--- src/rtl/cnn_pkg.sv ---
// Shared definitions for the conv1->conv2 feature-map reader.
// Holds the default map geometry, the channel count and the reader state type.
package cnn_pkg;

   localparam int unsigned DATA_W = 8;
   localparam int unsigned FMAP_W = 26;
   localparam int unsigned FMAP_H = 26;
   localparam int unsigned K      = 3;
   localparam int unsigned OW     = FMAP_W - K + 1;
   localparam int unsigned OH     = FMAP_H - K + 1;
   localparam int unsigned NCH    = 4;

   typedef enum logic [1:0] {
      IDLE,
      RUN,
      DRAIN
   } rd_state_t;

endpackage

--- src/rtl/cnn2_win_addr_gen.sv ---
// Window address generator for the conv2 reader.
// Walks kc -> kr -> c -> r in raster order and produces the buffer address
// (r+kr)*FMAP_W + (c+kc) without a multiplier.
// Ports:
//   clk, global_rst : clock, synchronous active-high reset
//   clear           : zero all counters (frame start)
//   issue           : advance to the next kernel position
//   addr            : address of the current position
//   kidx            : kernel position kr*K+kc of the current position
//   last_issue      : current position is the final one of the frame
module cnn2_win_addr_gen #(
   parameter int unsigned FMAP_W = 26,
   parameter int unsigned FMAP_H = 26,
   parameter int unsigned K      = 3,
   parameter int unsigned ADDR_W = 16
) (
   input  logic              clk,
   input  logic              global_rst,
   input  logic              clear,
   input  logic              issue,
   output logic [ADDR_W-1:0] addr,
   output logic [3:0]        kidx,
   output logic              last_issue
);
   import cnn_pkg::*;

   localparam int unsigned OW = FMAP_W - K + 1;
   localparam int unsigned OH = FMAP_H - K + 1;
   localparam logic [ADDR_W-1:0] ROW_STEP = ADDR_W'(FMAP_W);

   logic [ADDR_W-1:0] r, c;
   logic [3:0]        kr, kc;
   // rbase = r*FMAP_W (window origin row), wbase = (r+kr)*FMAP_W (current row)
   logic [ADDR_W-1:0] rbase, wbase;
   logic              kc_w, kr_w, c_w, r_w;

   always_comb begin
      kc_w       = (kc == 4'(K - 1));
      kr_w       = (kr == 4'(K - 1));
      c_w        = (c == ADDR_W'(OW - 1));
      r_w        = (r == ADDR_W'(OH - 1));
      last_issue = kc_w && kr_w && c_w && r_w;
      addr       = wbase + c + ADDR_W'(kc);
   end

   always_ff @(posedge clk) begin
      if (global_rst || clear) begin
         r     <= '0;
         c     <= '0;
         kr    <= '0;
         kc    <= '0;
         kidx  <= '0;
         rbase <= '0;
         wbase <= '0;
      end else if (issue) begin
         if (!kc_w) begin
            kc   <= kc + 4'd1;
            kidx <= kidx + 4'd1;
         end else begin
            kc <= '0;
            if (!kr_w) begin
               kr    <= kr + 4'd1;
               kidx  <= kidx + 4'd1;
               wbase <= wbase + ROW_STEP;
            end else begin
               kr   <= '0;
               kidx <= '0;
               if (!c_w) begin
                  // next window on the same output row starts back at row r
                  c     <= c + ADDR_W'(1);
                  wbase <= rbase;
               end else begin
                  c <= '0;
                  if (!r_w) begin
                     r     <= r + ADDR_W'(1);
                     rbase <= rbase + ROW_STEP;
                     wbase <= rbase + ROW_STEP;
                  end else begin
                     r     <= '0;
                     rbase <= '0;
                     wbase <= '0;
                  end
               end
            end
         end
      end
   end

endmodule

--- src/rtl/cnn2_window_reader.sv ---
// Read-side sequencer for the 4-channel conv1->conv2 feature-map buffer.
// Walks every KxK window in raster order, drives the buffer read port and
// streams the returned pixels with kernel-position tags over valid/ready.
// Ports:
//   clk, global_rst           : clock, synchronous active-high reset
//   start / busy / done       : frame control and status
//   read_start / readaddr     : buffer read enable and address (1-cycle latency)
//   data_inm1..4              : buffer outputs, held while read_start is low
//   data_out1..4              : window pixels, passed through
//   out_valid / out_ready     : beat handshake
//   k_idx, win_first, win_last: kernel-position tags of the current beat
module cnn2_window_reader #(
   parameter int unsigned FMAP_W = 26,
   parameter int unsigned FMAP_H = 26,
   parameter int unsigned K      = 3,
   parameter int unsigned ADDR_W = 16,
   parameter int unsigned DATA_W = 8
) (
   input  logic              clk,
   input  logic              global_rst,
   input  logic              start,
   output logic              busy,
   output logic              done,
   output logic              read_start,
   output logic [ADDR_W-1:0] readaddr,
   input  logic [DATA_W-1:0] data_inm1,
   input  logic [DATA_W-1:0] data_inm2,
   input  logic [DATA_W-1:0] data_inm3,
   input  logic [DATA_W-1:0] data_inm4,
   output logic [DATA_W-1:0] data_out1,
   output logic [DATA_W-1:0] data_out2,
   output logic [DATA_W-1:0] data_out3,
   output logic [DATA_W-1:0] data_out4,
   output logic              out_valid,
   input  logic              out_ready,
   output logic [3:0]        k_idx,
   output logic              win_first,
   output logic              win_last
);
   import cnn_pkg::*;

   if (longint'(FMAP_W) * longint'(FMAP_H) > (longint'(1) << ADDR_W)) begin : g_addr_chk
      $error("feature map does not fit in ADDR_W address bits");
   end
   if (K * K > 16) begin : g_kidx_chk
      $error("K*K kernel positions do not fit in the 4-bit k_idx tag");
   end

   rd_state_t   state, state_nxt;
   logic        issue, clear, done_nxt, last_issue;
   logic [3:0]  kidx;

   cnn2_win_addr_gen #(
      .FMAP_W(FMAP_W),
      .FMAP_H(FMAP_H),
      .K     (K),
      .ADDR_W(ADDR_W)
   ) u_addr (
      .clk       (clk),
      .global_rst(global_rst),
      .clear     (clear),
      .issue     (issue),
      .addr      (readaddr),
      .kidx      (kidx),
      .last_issue(last_issue)
   );

   always_ff @(posedge clk) begin
      if (global_rst) state <= IDLE;
      else            state <= state_nxt;
   end

   always_comb begin
      state_nxt = state;
      case (state)
         IDLE:    if (start) state_nxt = RUN;
         RUN:     if (issue && last_issue) state_nxt = DRAIN;
         DRAIN:   if (out_valid && out_ready) state_nxt = IDLE;
         default: state_nxt = IDLE;
      endcase
   end

   always_comb begin
      // a new read may go out when the output slot is empty or being drained
      issue      = (state == RUN) && (!out_valid || out_ready);
      read_start = issue;
      busy       = (state != IDLE);
      clear      = (state == IDLE) && start;
      done_nxt   = (state == DRAIN) && out_valid && out_ready;
   end

   always_ff @(posedge clk) begin
      if (global_rst) begin
         done      <= 1'b0;
         out_valid <= 1'b0;
         k_idx     <= '0;
         win_first <= 1'b0;
         win_last  <= 1'b0;
      end else begin
         done <= done_nxt;
         if (issue) begin
            out_valid <= 1'b1;
            k_idx     <= kidx;
            win_first <= (kidx == 4'd0);
            win_last  <= (kidx == 4'(K * K - 1));
         end else if (out_ready) begin
            out_valid <= 1'b0;
         end
      end
   end

   // buffer holds its outputs while read_start is low, so stalls need no skid
   assign data_out1 = data_inm1;
   assign data_out2 = data_inm2;
   assign data_out3 = data_inm3;
   assign data_out4 = data_inm4;

endmodule

--- config.mk ---
export PLATFORM = sky130hd
export DESIGN_NAME = cnn2_window_reader
export DESIGN_NICKNAME = d
export VERILOG_FILES = /design/src/rtl/cnn_pkg.sv /design/src/rtl/cnn2_win_addr_gen.sv /design/src/rtl/cnn2_window_reader.sv
export SDC_FILE = /design/constraint.sdc
export NUM_CORES = 1
export LEC_CHECK = 0
export CAP_MARGIN = 20
export CORE_ASPECT_RATIO = 0.5
export CORE_UTILIZATION = 46
export DETAILED_ROUTE_END_ITERATION = 12
export DONT_BUFFER_PORTS = 1
export PLACE_DENSITY = 0.72
export REMOVE_ABC_BUFFERS = 1
export SYNTH_ARGS = -nofsm -noshare
export SYNTH_HDL_FRONTEND = slang
export SYNTH_SLANG_ARGS = --single-unit
--- constraint.sdc ---
create_clock -name clk -period 9.8 [get_ports clk]
set_input_delay 1.96 -clock clk [delete_from_list [all_inputs] [get_ports clk]]
set_output_delay 1.96 -clock clk [all_outputs]
set_load 0.01 [all_outputs]
# Yosys cells after proc, flatten, opt, wreduce, memory -nomap -nowiden
# Cells that the tools add are included.
# classes
n_addsub,9
eq_ne,10
muxes,15
reduce_logical,20
# op_table
operator,n
$mux W16,5
$add A16 B1 Y16 const B,2
$add A16 B5 Y16 const B,2
$eq A16 B5 Y1 const B,2
$add A16 B16 Y16,1
$add A16 B4 Y16,1
$mux W4,4
$add A4 B1 Y4 const B,3
$logic_and A1 B1 Y1,9
$eq A4 B2 Y1 const B,2
$mux W2,3
$ne A2 B2 Y1 const B,3
$pmux W2 S3,1
$reduce_and A3 Y1,2
$eq A4 B4 Y1 const B,1
$logic_not A4 Y1,1
$reduce_and A4 Y1,1
$reduce_bool A2 Y1,2
$eq A2 B1 Y1 const B,1
$eq A2 B2 Y1 const B,1
$logic_not A2 Y1,1
$logic_or A1 B1 Y1,2
$mux W1,2
$reduce_and A2 Y1,1
$logic_not A1 Y1,1
# totals
ff_bits,86
input_bits,36
out_inout_bits,58
elab_cells,67

# Logic depth before layout (Yosys ltp)
# depth
word_depth,7
ltp_mapped,12
ltp_nobuf,11

# Hierarchy
# A second synthesis with hierarchy kept.
# unflattened
cells_unflattened,630
area_unflattened_um2,5415.2
# modules_own_cells
module,n_inst,cells_each,area_per_inst_um2,seq_area_each_um2
cnn2_win_addr_gen,1,549,4757.1,1521.5
cnn2_window_reader,1,81,658.1,200.2

# Worst setup path before layout
# No wires, ideal clock.
# synth_path
kind,reg-to-output
start,register u_addr.kc[0]
end,output readaddr[13]
arrival_time_ps,2702
t_required_ps,7840
path_slack_ps,5138
stages_incl_launch_ff,13
path_buffers,1
path_cell_list,dfxtp_1 -> clkbuf_1 -> inv_1 -> fa_1 -> inv_1 -> ha_1 -> inv_1 -> fa_1 -> nor2b_1 -> o31a_1 -> o2111ai_1 -> a2111o_1 -> nand4_1
# synth_via
elab_chain_cells,1
# synth_lines
item,line_no,rtl
"start, declared",cnn2_win_addr_gen.sv:32,"logic [3:0] kr, kc;"
"start signal, assigned",cnn2_win_addr_gen.sv:57,kc <= kc + 4'd1;
$add A16 B4 Y16,cnn2_win_addr_gen.sv:43,addr = wbase + c + ADDR_W'(kc);
"end, declared",cnn2_window_reader.sv:25,"output logic [ADDR_W-1:0] readaddr,"
# No other way between the ends.

# Final worst setup path
# Ends and elaborated chain as after synthesis.

==> flow_metrics.env <==
export IMPL_antenna_found_initial=0
export IMPL_place_gp_congestion=0.868
export IMPL_period_share_pct=53.4
export IMPL_p_leak_nw=1.97
export IMPL_totalNegativeSetupSlack_ns=0
export IMPL_switching_share_pct=21.9
export IMPL_tightest_slew_ns=1.11
export IMPL_drt_iter0_drc=501
export IMPL_crit_arrival_ns=3.27
export IMPL_synth_warnings=0
export IMPL_clock_skew_ns=0.00769
export IMPL_io_buffers=0
export IMPL_switchingPower_w=0.000155
export IMPL_seqCellArea_sq_um=1720
export IMPL_cpPeakStageDelay_ns=0.49
export IMPL_dp_hpwl_mm=9.86
export IMPL_grtUsageTotal_pct=22.6
export IMPL_yosysSeqAreaShare_pct=31.1
export IMPL_cp_num_buf_inv=3
export IMPL_crit_required_ns=7.84
export IMPL_initial_core_util_pct=48.8
export IMPL_grt_pass1_vias=4224
export IMPL_cts_buffers=9
export IMPL_vias=4926
export IMPL_drt_pass1_iter_count=5
export IMPL_die_h_microns=79.6
export IMPL_path_cells="inv_1 -> fa_1 -> inv_1 -> ha_1 -> inv_1 -> fa_1 -> nor2b_1 -> o31a_1 -> o2111ai_1 -> a2111o_1 -> nand4_1"
export IMPL_cts_tree="built"
export IMPL_synth_area_leaders="dfxtp_1 (31%), ha_1 (7.0%), a21oi_1 (5.1%), buf_4 (4.3%), xor2_1 (4.1%)"
export IMPL_postCtsHoldBufs=0
export IMPL_nets=708
export IMPL_final_cell_mix="dfxtp_1 (86), nor2_1 (57), a21oi_1 (57), nand2_1 (54), ha_1 (31)"
export IMPL_synth_top_area_share_pct=31.1
export IMPL_io_pins=94
export IMPL_synth_edf_count=0
export IMPL_fp_dieArea_sq_um=12500
export IMPL_ir_drop_mv=0.0636
export IMPL_critPathMaxFanout=8
export IMPL_synth_cell_types=60
export IMPL_insertion_delay_ns=0.34
export IMPL_syn_area_sq_um=5540
export IMPL_cts_resized=0
export IMPL_synth_flop_cell="dfxtp_1"
export IMPL_cts_sinks=86
export IMPL_power_density_nw_per_um2=125
export IMPL_grt_max_degree=33
export IMPL_slew_headroom_pct=25.3
export IMPL_final_hold_violation_count=0
export IMPL_antenna_left=0
export IMPL_power_share_sequential_pct=50.0
export IMPL_multi_input_area_sq_um=3380
export IMPL_via_per_inst=6.16
export IMPL_rows=27
export IMPL_hold_class="flip-flop to flip-flop"
export IMPL_synthArstFlopShare_pct=0
export IMPL_cpMostUsedCell="inv_1"
export IMPL_post_drt_wl_per_cell_microns=17.2
export IMPL_endpoint_kind="output pin"
export IMPL_clockPowerShare_pct=47.1
export IMPL_start_kind="flip-flop"
export IMPL_cp_slowest_cell="dfxtp_1"
export IMPL_yosys_area_top_type="dfxtp_1"
export IMPL_status="finished, final reports clean"
export IMPL_post_cts_buffers=0
export IMPL_n_antenna_cell=0
export IMPL_slew_violations=0
export IMPL_fmax_mhz=191
export IMPL_cp_top_family="adder cells"
export IMPL_fin_crit_ns=5.23
export IMPL_drive_gt1_share_pct=3.74
export IMPL_h_tree_depth=3
export IMPL_grt_remaining_overflow=0
export IMPL_nFillCells=1100
export IMPL_routed_wl_mm=13.8
export IMPL_final_common_cell="dfxtp_1"
export IMPL_cts_buffer_depth=2
export IMPL_core_sq_um=11400
export IMPL_placed_cell_area_sq_um=5400
export IMPL_fp_dieW_microns=157
export IMPL_ys_ff_latch=86
export IMPL_area_delta_synth_final_pct=2.48
export IMPL_post_route_drc_count=0
export IMPL_clock_root_buffer="clkbuf_16"
export IMPL_fin_area_sq_um=5680
export IMPL_comb_power_share_pct=2.8
export IMPL_setup_worst_path_class="flip-flop to output pin"
export IMPL_rsz0062_at_grt="no"
export IMPL_path_clk_slew_ns=0.06
export IMPL_max_cap_violations=0
export IMPL_syn_avg_cell_area_sq_um=8.09
export IMPL_synth_cells=685
export IMPL_finalSetupViolations=0
export IMPL_internal_power_w=0.000553
export IMPL_grt_first_pass_wirelength_mm=22.0
final timing paths:
check	from	endpoint	slack [ns]	cells after the start
setup / recovery	u_addr.kc[0]	readaddr[13]	4.57	11
hold / removal	u_addr.rbase[15]	u_addr.rbase[15]	0.48	1
setup reg to reg	u_addr.kr[0]	u_addr.wbase[8]	6.38	5
hold reg to reg	u_addr.rbase[15]	u_addr.rbase[15]	0.48	1
cell usage after synthesis, types with 3 or more instances:
master	count
nand3b_1	4
or4_1	3
and3_1	7
and4b_1	3
ha_1	31
clkbuf_1	21
o211ai_1	3
dfxtp_1	86
a211oi_1	5
o31a_1	3
xnor2_1	25
nand3_1	22
o21ai_0	26
nand4_1	30
buf_2	9
o22ai_1	12
nor4b_1	4
buf_4	32
nor2_1	57
inv_1	20
and2_1	5
a21oi_1	57
xor2_1	26
a31oi_1	14
a311oi_1	5
fa_1	5
nand2_1	54
nor2b_1	5
o21a_1	3
nor3_1	26
nand2b_1	8
and4_1	7
nor4_1	20
or3_1	9
o31ai_1	3
a21o_1	4
logic make-up (layout without fill, tap and decap cells):
kind of cell / after synthesis / in the layout / share of synthesized area (%)
adders and majority gates: 36 / 36 / 8.81
AOI/OAI and AO/OA: 152 / 152 / 17.0
DFF: 86 / 86 / 31.1
xor gates and xnor gates: 51 / 51 / 8.06
buffers and inverters: 83 / 39 / 7.99
and+or+nand+nor: 277 / 277 / 27.1
flip-flops by register name, summed over array words and instances, names as in the netlist:
register	cells
done	1
k_idx	4
out_valid	1
state	2
u_addr.c	16
u_addr.kc	4
u_addr.kidx	4
u_addr.kr	4
u_addr.r	16
u_addr.rbase	16
u_addr.wbase	16
win_first	1
win_last	1
power groups by stage:
stage                     combinational (W)  sequential [W]  clock [W]
after global routing              0.0000223        0.000354   0.000354
after detailed placement          0.0000196        0.000362          0
final                             0.0000201        0.000354   0.000333
after floorplan                   0.0000138        0.000361          0
after global placement            0.0000192        0.000362          0
after CTS                         0.0000198        0.000354   0.000337
through the flow:
step | std cells | worst slack [ns] | hold WS (ns) | util, % | total power (W)
after global placement | 784 | 5.00 | 0.461 | 47.5 | 0.000381
after global routing | 800 | 4.42 | 0.512 | 50.0 | 0.000730
after floorplan | 622 | 5.21 | 0.416 | - | 0.000375
after detailed placement | 784 | 4.94 | 0.469 | 47.5 | 0.000381
after CTS | 800 | 4.57 | 0.483 | 50.0 | 0.000711
final | 800 | 4.57 | 0.484 | 50.0 | 0.000708
cell type report:
type / count / share of cell area (%)
multi-input cells: 516 / 59.5
clock buffers: 12 / 4.16
repair buffers: 3 / 0.397
flip-flops and latches: 86 / 30.3
inverters: 20 / 1.32
well taps: 159 / 3.50
clock inverters: 4 / 0.837
per-layer routing:
layer	wire (microns)	global-route usage, %	part of all wire, %	vias up
li1	-	-	-	2387
met1	6730	31.3	49	2307
met2	5680	32.6	41	210
met3	1190	7.98	8.7	22
met4	185	5.63	1.3	0
met5	0	4.33	0	-
No activity file was read; power rests on OpenSTA's default activity.
